### config.mk
export PLATFORM = sky130hd
export DESIGN_NAME = tex_wrap_pipe
export DESIGN_NICKNAME = d
export VERILOG_FILES = /design/src/rtl/tex_wrap_pipe.sv
export SDC_FILE = /design/constraint.sdc
export NUM_CORES = 1
export LEC_CHECK = 0
export ABC_AREA = 0
export CAP_MARGIN = 20
export CORE_UTILIZATION = 48
export CTS_CLUSTER_DIAMETER = 200
export DETAILED_ROUTE_END_ITERATION = 10
export PLACE_DENSITY = 0.81
export SYNTH_ARGS = -nofsm -noshare
export SYNTH_HDL_FRONTEND = slang
export SYNTH_SLANG_ARGS = --single-unit
### constraint.sdc
create_clock -name clk -period 3.41 [get_ports clk]
set_clock_uncertainty 0.15 [all_clocks]
set_input_delay 1.023 -clock clk [delete_from_list [all_inputs] [get_ports clk]]
set_output_delay 1.023 -clock clk [all_outputs]
set_load 0.05 [all_outputs]
### src/rtl/tex_wrap_pipe.sv
// tex_wrap_pipe: multi-lane 2D texture-coordinate wrap unit.
// Two elastic register stages: S1 holds decoded range flags, S2 holds the
// wrapped fractions. Lane 0 sits in the LSBs and each lane is packed {v,u}.

// Per-lane wrap datapath for both dimensions (index 0 = u, 1 = v).
// The decode half feeds the S1 register and the wrap half reads it back.
module tex_wrap_lane #(
  parameter int FXD_BITS  = 32,
  parameter int FRAC_BITS = 20
) (
  input  logic [1:0][FXD_BITS-1:0]  coord,
  output logic [1:0][FRAC_BITS-1:0] pre_frac,
  output logic [1:0]                pre_par,
  output logic [1:0]                pre_neg,
  output logic [1:0]                pre_ovr,
  input  logic [1:0][FRAC_BITS-1:0] frac,
  input  logic [1:0]                par,
  input  logic [1:0]                neg,
  input  logic [1:0]                ovr,
  input  logic [1:0][1:0]           mode,
  input  logic                      active,
  output logic [1:0][FRAC_BITS-1:0] wrapped,
  output logic                      border
);
  localparam logic [1:0] WRAP_CLAMP  = 2'd0;
  localparam logic [1:0] WRAP_REPEAT = 2'd1;
  localparam logic [1:0] WRAP_MIRROR = 2'd2;
  localparam logic [1:0] WRAP_BORDER = 2'd3;

  logic [1:0] oob;

  // Split each coordinate into its fraction, period-parity bit and the
  // below-zero / at-or-above-one flags.
  always_comb begin
    for (int d = 0; d < 2; d++) begin
      pre_frac[d] = coord[d][FRAC_BITS-1:0];
      pre_par[d]  = coord[d][FRAC_BITS];
      pre_neg[d]  = coord[d][FXD_BITS-1];
      pre_ovr[d]  = !coord[d][FXD_BITS-1] && (|coord[d][FXD_BITS-1:FRAC_BITS]);
    end
  end

  // Apply the per-dimension wrap mode; inactive lanes output zero.
  always_comb begin
    wrapped = '0;
    oob     = '0;
    if (active) begin
      for (int d = 0; d < 2; d++) begin
        case (mode[d])
          WRAP_CLAMP: begin
            if (neg[d])      wrapped[d] = '0;
            else if (ovr[d]) wrapped[d] = '1;
            else             wrapped[d] = frac[d];
          end
          WRAP_REPEAT: wrapped[d] = frac[d];
          WRAP_MIRROR: wrapped[d] = frac[d] ^ {FRAC_BITS{par[d]}};
          WRAP_BORDER: begin
            if (neg[d] || ovr[d]) oob[d] = 1'b1;
            else                  wrapped[d] = frac[d];
          end
          default: wrapped[d] = '0;
        endcase
      end
    end
    border = |oob;
  end
endmodule

module tex_wrap_pipe #(
  parameter int NUM_LANES = 4,
  parameter int FXD_BITS  = 32,
  parameter int FRAC_BITS = 20,
  parameter int TAG_WIDTH = 8
) (
  input  logic                               clk,
  input  logic                               reset,
  input  logic                               req_valid,
  output logic                               req_ready,
  input  logic [1:0]                         req_wrap_u,
  input  logic [1:0]                         req_wrap_v,
  input  logic [NUM_LANES-1:0]               req_mask,
  input  logic [NUM_LANES*2*FXD_BITS-1:0]    req_coords,
  input  logic [TAG_WIDTH-1:0]               req_tag,
  output logic                               rsp_valid,
  input  logic                               rsp_ready,
  output logic [NUM_LANES*2*FRAC_BITS-1:0]   rsp_coords,
  output logic [NUM_LANES-1:0]               rsp_border,
  output logic [NUM_LANES-1:0]               rsp_mask,
  output logic [TAG_WIDTH-1:0]               rsp_tag,
  output logic [31:0]                        border_count
);
  localparam int STAGES = 2;

  typedef struct packed {
    logic [NUM_LANES-1:0][1:0][FRAC_BITS-1:0] frac;
    logic [NUM_LANES-1:0][1:0]                par;
    logic [NUM_LANES-1:0][1:0]                neg;
    logic [NUM_LANES-1:0][1:0]                ovr;
    logic [1:0][1:0]                          mode;
    logic [NUM_LANES-1:0]                     mask;
    logic [TAG_WIDTH-1:0]                     tag;
  } s1_t;

  typedef struct packed {
    logic [NUM_LANES-1:0][1:0][FRAC_BITS-1:0] coords;
    logic [NUM_LANES-1:0]                     border;
    logic [NUM_LANES-1:0]                     mask;
    logic [TAG_WIDTH-1:0]                     tag;
  } rsp_t;

  logic [STAGES:1] vld_pipe;
  logic            s1_adv, s2_adv;
  s1_t             s1_d, s1_q;
  rsp_t            s2_d, s2_q;
  logic [31:0]     bdr_inc;

  logic [NUM_LANES-1:0][1:0][FXD_BITS-1:0]  coords_in;
  logic [NUM_LANES-1:0][1:0][FRAC_BITS-1:0] pre_frac;
  logic [NUM_LANES-1:0][1:0]                pre_par, pre_neg, pre_ovr;
  logic [NUM_LANES-1:0][1:0][FRAC_BITS-1:0] wrapped;
  logic [NUM_LANES-1:0]                     lane_border;

  assign coords_in = req_coords;

  // A stage may load when it is empty or its occupant leaves this cycle.
  assign s2_adv    = !vld_pipe[2] || rsp_ready;
  assign s1_adv    = !vld_pipe[1] || s2_adv;
  assign req_ready = s1_adv;

  for (genvar gi = 0; gi < NUM_LANES; gi++) begin : g_lane
    tex_wrap_lane #(
      .FXD_BITS  (FXD_BITS),
      .FRAC_BITS (FRAC_BITS)
    ) u_lane (
      .coord    (coords_in[gi]),
      .pre_frac (pre_frac[gi]),
      .pre_par  (pre_par[gi]),
      .pre_neg  (pre_neg[gi]),
      .pre_ovr  (pre_ovr[gi]),
      .frac     (s1_q.frac[gi]),
      .par      (s1_q.par[gi]),
      .neg      (s1_q.neg[gi]),
      .ovr      (s1_q.ovr[gi]),
      .mode     (s1_q.mode),
      .active   (s1_q.mask[gi]),
      .wrapped  (wrapped[gi]),
      .border   (lane_border[gi])
    );
  end

  // Assemble the S1 payload from the request and the lane decode.
  always_comb begin
    s1_d      = '0;
    s1_d.frac = pre_frac;
    s1_d.par  = pre_par;
    s1_d.neg  = pre_neg;
    s1_d.ovr  = pre_ovr;
    s1_d.mode = {req_wrap_v, req_wrap_u};
    s1_d.mask = req_mask;
    s1_d.tag  = req_tag;
  end

  // Assemble the S2 payload from the wrapped lanes.
  always_comb begin
    s2_d        = '0;
    s2_d.coords = wrapped;
    s2_d.border = lane_border;
    s2_d.mask   = s1_q.mask;
    s2_d.tag    = s1_q.tag;
  end

  // Number of border lanes in the response currently presented.
  always_comb begin
    bdr_inc = '0;
    for (int i = 0; i < NUM_LANES; i++) bdr_inc = bdr_inc + 32'(s2_q.border[i]);
  end

  // Pipeline registers; data only moves on a real load so held outputs stay put.
  always_ff @(posedge clk) begin
    if (reset) begin
      vld_pipe <= '0;
      s1_q     <= '0;
      s2_q     <= '0;
    end else begin
      if (s1_adv)              vld_pipe[1] <= req_valid;
      if (s1_adv && req_valid) s1_q        <= s1_d;
      if (s2_adv)              vld_pipe[2] <= vld_pipe[1];
      if (s2_adv && vld_pipe[1]) s2_q      <= s2_d;
    end
  end

  // Count border lanes as responses are handed off; wraps naturally.
  always_ff @(posedge clk) begin
    if (reset)                        border_count <= '0;
    else if (vld_pipe[2] && rsp_ready) border_count <= border_count + bdr_inc;
  end

  assign rsp_valid  = vld_pipe[2];
  assign rsp_coords = s2_q.coords;
  assign rsp_border = s2_q.border;
  assign rsp_mask   = s2_q.mask;
  assign rsp_tag    = s2_q.tag;
endmodule

==> impl_metrics.json <==
{
  "detail-route-antenna-nets": 0,
  "clock_sinks": 410,
  "peakVddDrop_mv": 0.307,
  "drt_wl_total_um": 56000,
  "syn_avg_cell_area_um2": 8.22,
  "hold_path_class": "reg2reg",
  "clock_path_buffers": 3,
  "hold_depth": 2,
  "die_h_um": 188,
  "critPathKind": "reg2reg",
  "core_um2": 33700,
  "drv_slew": 0,
  "reg2reg_slack_ns": 0.24,
  "end_kind": "register",
  "finalSetupViolations": 0,
  "syn_nets": 2293,
  "layout-area-overhead-vs-synth_pct": 40.7,
  "swShare": 0.246,
  "cts.clk_slew.worst_paths_ns": 0.06,
  "synth_seq_cells": 410,
  "endpoint": "border_count[22]",
  "antenna_found_initial": 7,
  "drc": 0,
  "comb_power_share": 0.114,
  "arrival_ns": 3.44,
  "chipWidth_um": 188,
  "ios": 486,
  "ys_seq_area_frac": 0.496,
  "vias": 16600,
  "r2r_end": "border_count[22]",
  "insertion_delay_ns": 0.53,
  "fin_cells": 2907,
  "busiest_layer": "met2",
  "finalCritPeriodShare": 0.931,
  "post_cts_buffers": 0,
  "cts_tree": "done",
  "power_density_nw_per_um2": 468,
  "critPathLaunchType": "register",
  "root_buffer": "clkbuf_16",
  "leakagePower_nw": 8.31,
  "die-area_um2": 35200,
  "grtUsageMet3": 0.0530,
  "hold_start": "rsp_coords[61]",
  "cp_max_fo": 5,
  "groute.usage.overall": 0.306,
  "r2r-start": "rsp_border[0]",
  "grt_pass1_vias": 16200,
  "vias_per_cell": 5.72,
  "outcome": "complete, no violations",
  "clkPwrFrac": 0.419,
  "relSlewSlack": 0.286,
  "placedCellCount": 2832,
  "fin_crit_ns": 3.17,
  "fin_nets": 2708,
  "cts_resized": 0,
  "grt_max_degree": 88,
  "htreeDepth": 2,
  "hold_buffers": 0,
  "postSynthCellCount": 2013,
  "dr.pass1.iters": 7,
  "grtUsageMet2": 0.501,
  "io_buffers": 485,
  "drive_gt1_frac": 0.0566,
  "wl_per_cell_um": 19.2,
  "pwr-share-seq": 0.467,
  "reg2reg_depth": 9,
  "initialDrtViolationCount": 1084,
  "yosys_warnings": 0,
  "cp.required_ns": 3.67,
  "switching_power_w": 0.00268,
  "grt.overflow.total": 0,
  "timing_hold_violations_final": 0,
  "rows": 67,
  "setup_tns_ns": 0,
  "ys.flop_type": "dfxtp_1",
  "hpwlAfterDp_um": 37900,
  "cts_inserted_buffers": 42,
  "worstMarginPinSlew_ns": 1.07,
  "rsz0062_at_grt": "false",
  "gp_congestion": 0.910,
  "cap_violations": 0,
  "synth_edf_count": 0,
  "start_util": 0.491,
  "critPathLaunch": "rsp_border[0]",
  "async_flop_share": 0,
  "synth.cell_area_um2": 16500,
  "grt.met1_usage": 0.385,
  "max_freq_mhz": 315,
  "n_fill_cell": 2719,
  "grt_pass1_wl_um": 87200,
  "intPower_w": 0.00821,
  "yosysUniqueCellTypes": 49
}
-- cell usage in the layout, fill, tap and decap left out, types with 14 or more instances in the layout --
cell,instances
a21oi_1,368
nor2b_1,18
nor3_1,152
nand3_1,14
mux2i_1,24
o2bb2ai_1,115
a21boi_0,24
nor2_1,44
nand2_1,465
nor4_1,20
buf_12,14
inv_1,17
clkbuf_16,43
dfxtp_1,408
clkdlybuf4s50_1,483
o21ai_0,33
buf_4,32
a22o_1,19
-- synth_stat cells, drive strengths merged, types with 6 or more instances --
cell,n,area (um^2)
clkbuf,127,477
or3,7,43.8
or4,6,48.8
nor2b,18,113
nand2,467,1750
and3,9,56.3
o2bb2ai,115,1010
mux2,13,146
a21oi,370,1850
nor2,46,173
nand3,14,70.1
nor4,21,131
nor3,153,771
a31oi,8,50.1
o21ai,35,175
nand2b,7,43.8
o21a,7,52.6
buf,32,143
dfxtp,410,8210
a22o,19,166
inv,17,63.8
a21boi,24,180
mux2i,27,270
-- layer usage --
metal / share of wire / up-vias / wire, um
li1: - / 7873 / -
met2: 0.47 / 751 / 26200
met4: 0.055 / 4 / 3080
met5: 0.00048 / - / 27
met3: 0.073 / 168 / 4110
met1: 0.40 / 7842 / 22500
-- per-stage QoR --
| stage | utilization | setup WS [ns] | hold WS [ns] | total power (W) | cell area [um^2] |
|---|---|---|---|---|---|
| floorplan | - | 0.114 | 0.282 | 0.00579 | 16500 |
| detailed placement | 0.650 | 0.210 | 0.296 | 0.00642 | 21900 |
| global route | 0.691 | 0.0457 | 0.322 | 0.0113 | 23300 |
| CTS | 0.690 | 0.200 | 0.301 | 0.0109 | 23300 |
| finish | 0.691 | 0.236 | 0.300 | 0.0109 | 23300 |
| global placement | 0.650 | 0.253 | 0.286 | 0.00638 | 21900 |
-- power groups by stage --
stage | clock (W) | sequential (W) | combinational (W)
final | 0.00456 | 0.00509 | 0.00124
after global routing | 0.00481 | 0.00511 | 0.00135
after CTS | 0.00459 | 0.00508 | 0.00124
after detailed placement | 0 | 0.00519 | 0.00123
after global placement | 0 | 0.00518 | 0.00121
after floorplan | 0 | 0.00521 | 0.000585
-- cells by family (layout without fill, tap and decap cells) --
group,Yosys count,count (layout),share of synthesized area
buf+inv,176,617,0.0413
flops,410,410,0.496
compound gates,605,605,0.224
xor+xnor,10,10,0.00530
other cells,0,5,0
mux,40,40,0.0252
simple gates,768,768,0.203
fa+ha+maj,4,4,0.00439
-- state kept, by name, indices dropped and copies added, names as in the netlist --
signal and count:
s1_q 200, rsp_coords 160, border_count 32, rsp_tag 8, rsp_border 4, rsp_mask 4, vld_pipe 2
-- worst max-delay path, cell delays in order, from the launching register on --
cell and delay, ns:
dfxtp_1 0.35, fa_1 0.55, inv_1 0.05, fa_1 0.38, inv_1 0.09, fa_1 0.22, nand4_1 0.15, or3_1 0.49
nor3_1 0.26, mux2_2 0.36
-- how the worst min path moves through the flow --
stage | end | slack [ns]
floorplan | rsp_tag[0] | 0.28
global placement | rsp_tag[2] | 0.29
detailed placement | rsp_coords[108] | 0.30
CTS | rsp_tag[4] | 0.30
global route | rsp_tag[7] | 0.32
finish | rsp_coords[61] | 0.30
-- layout make-up --
cell class / instances / area (um^2) / area share
clock inverters: 10 / 138 / 0.00591
multi-input cells: 1427 / 7710 / 0.331
well taps: 448 / 561 / 0.0241
inverters: 17 / 63.8 / 0.00274
clock buffers: 60 / 1210 / 0.0520
flip-flops and latches: 410 / 8210 / 0.353
repair buffers: 530 / 5370 / 0.231
diodes: 5 / 12.5 / 0.000538
(Power assumes the default switching activity.)
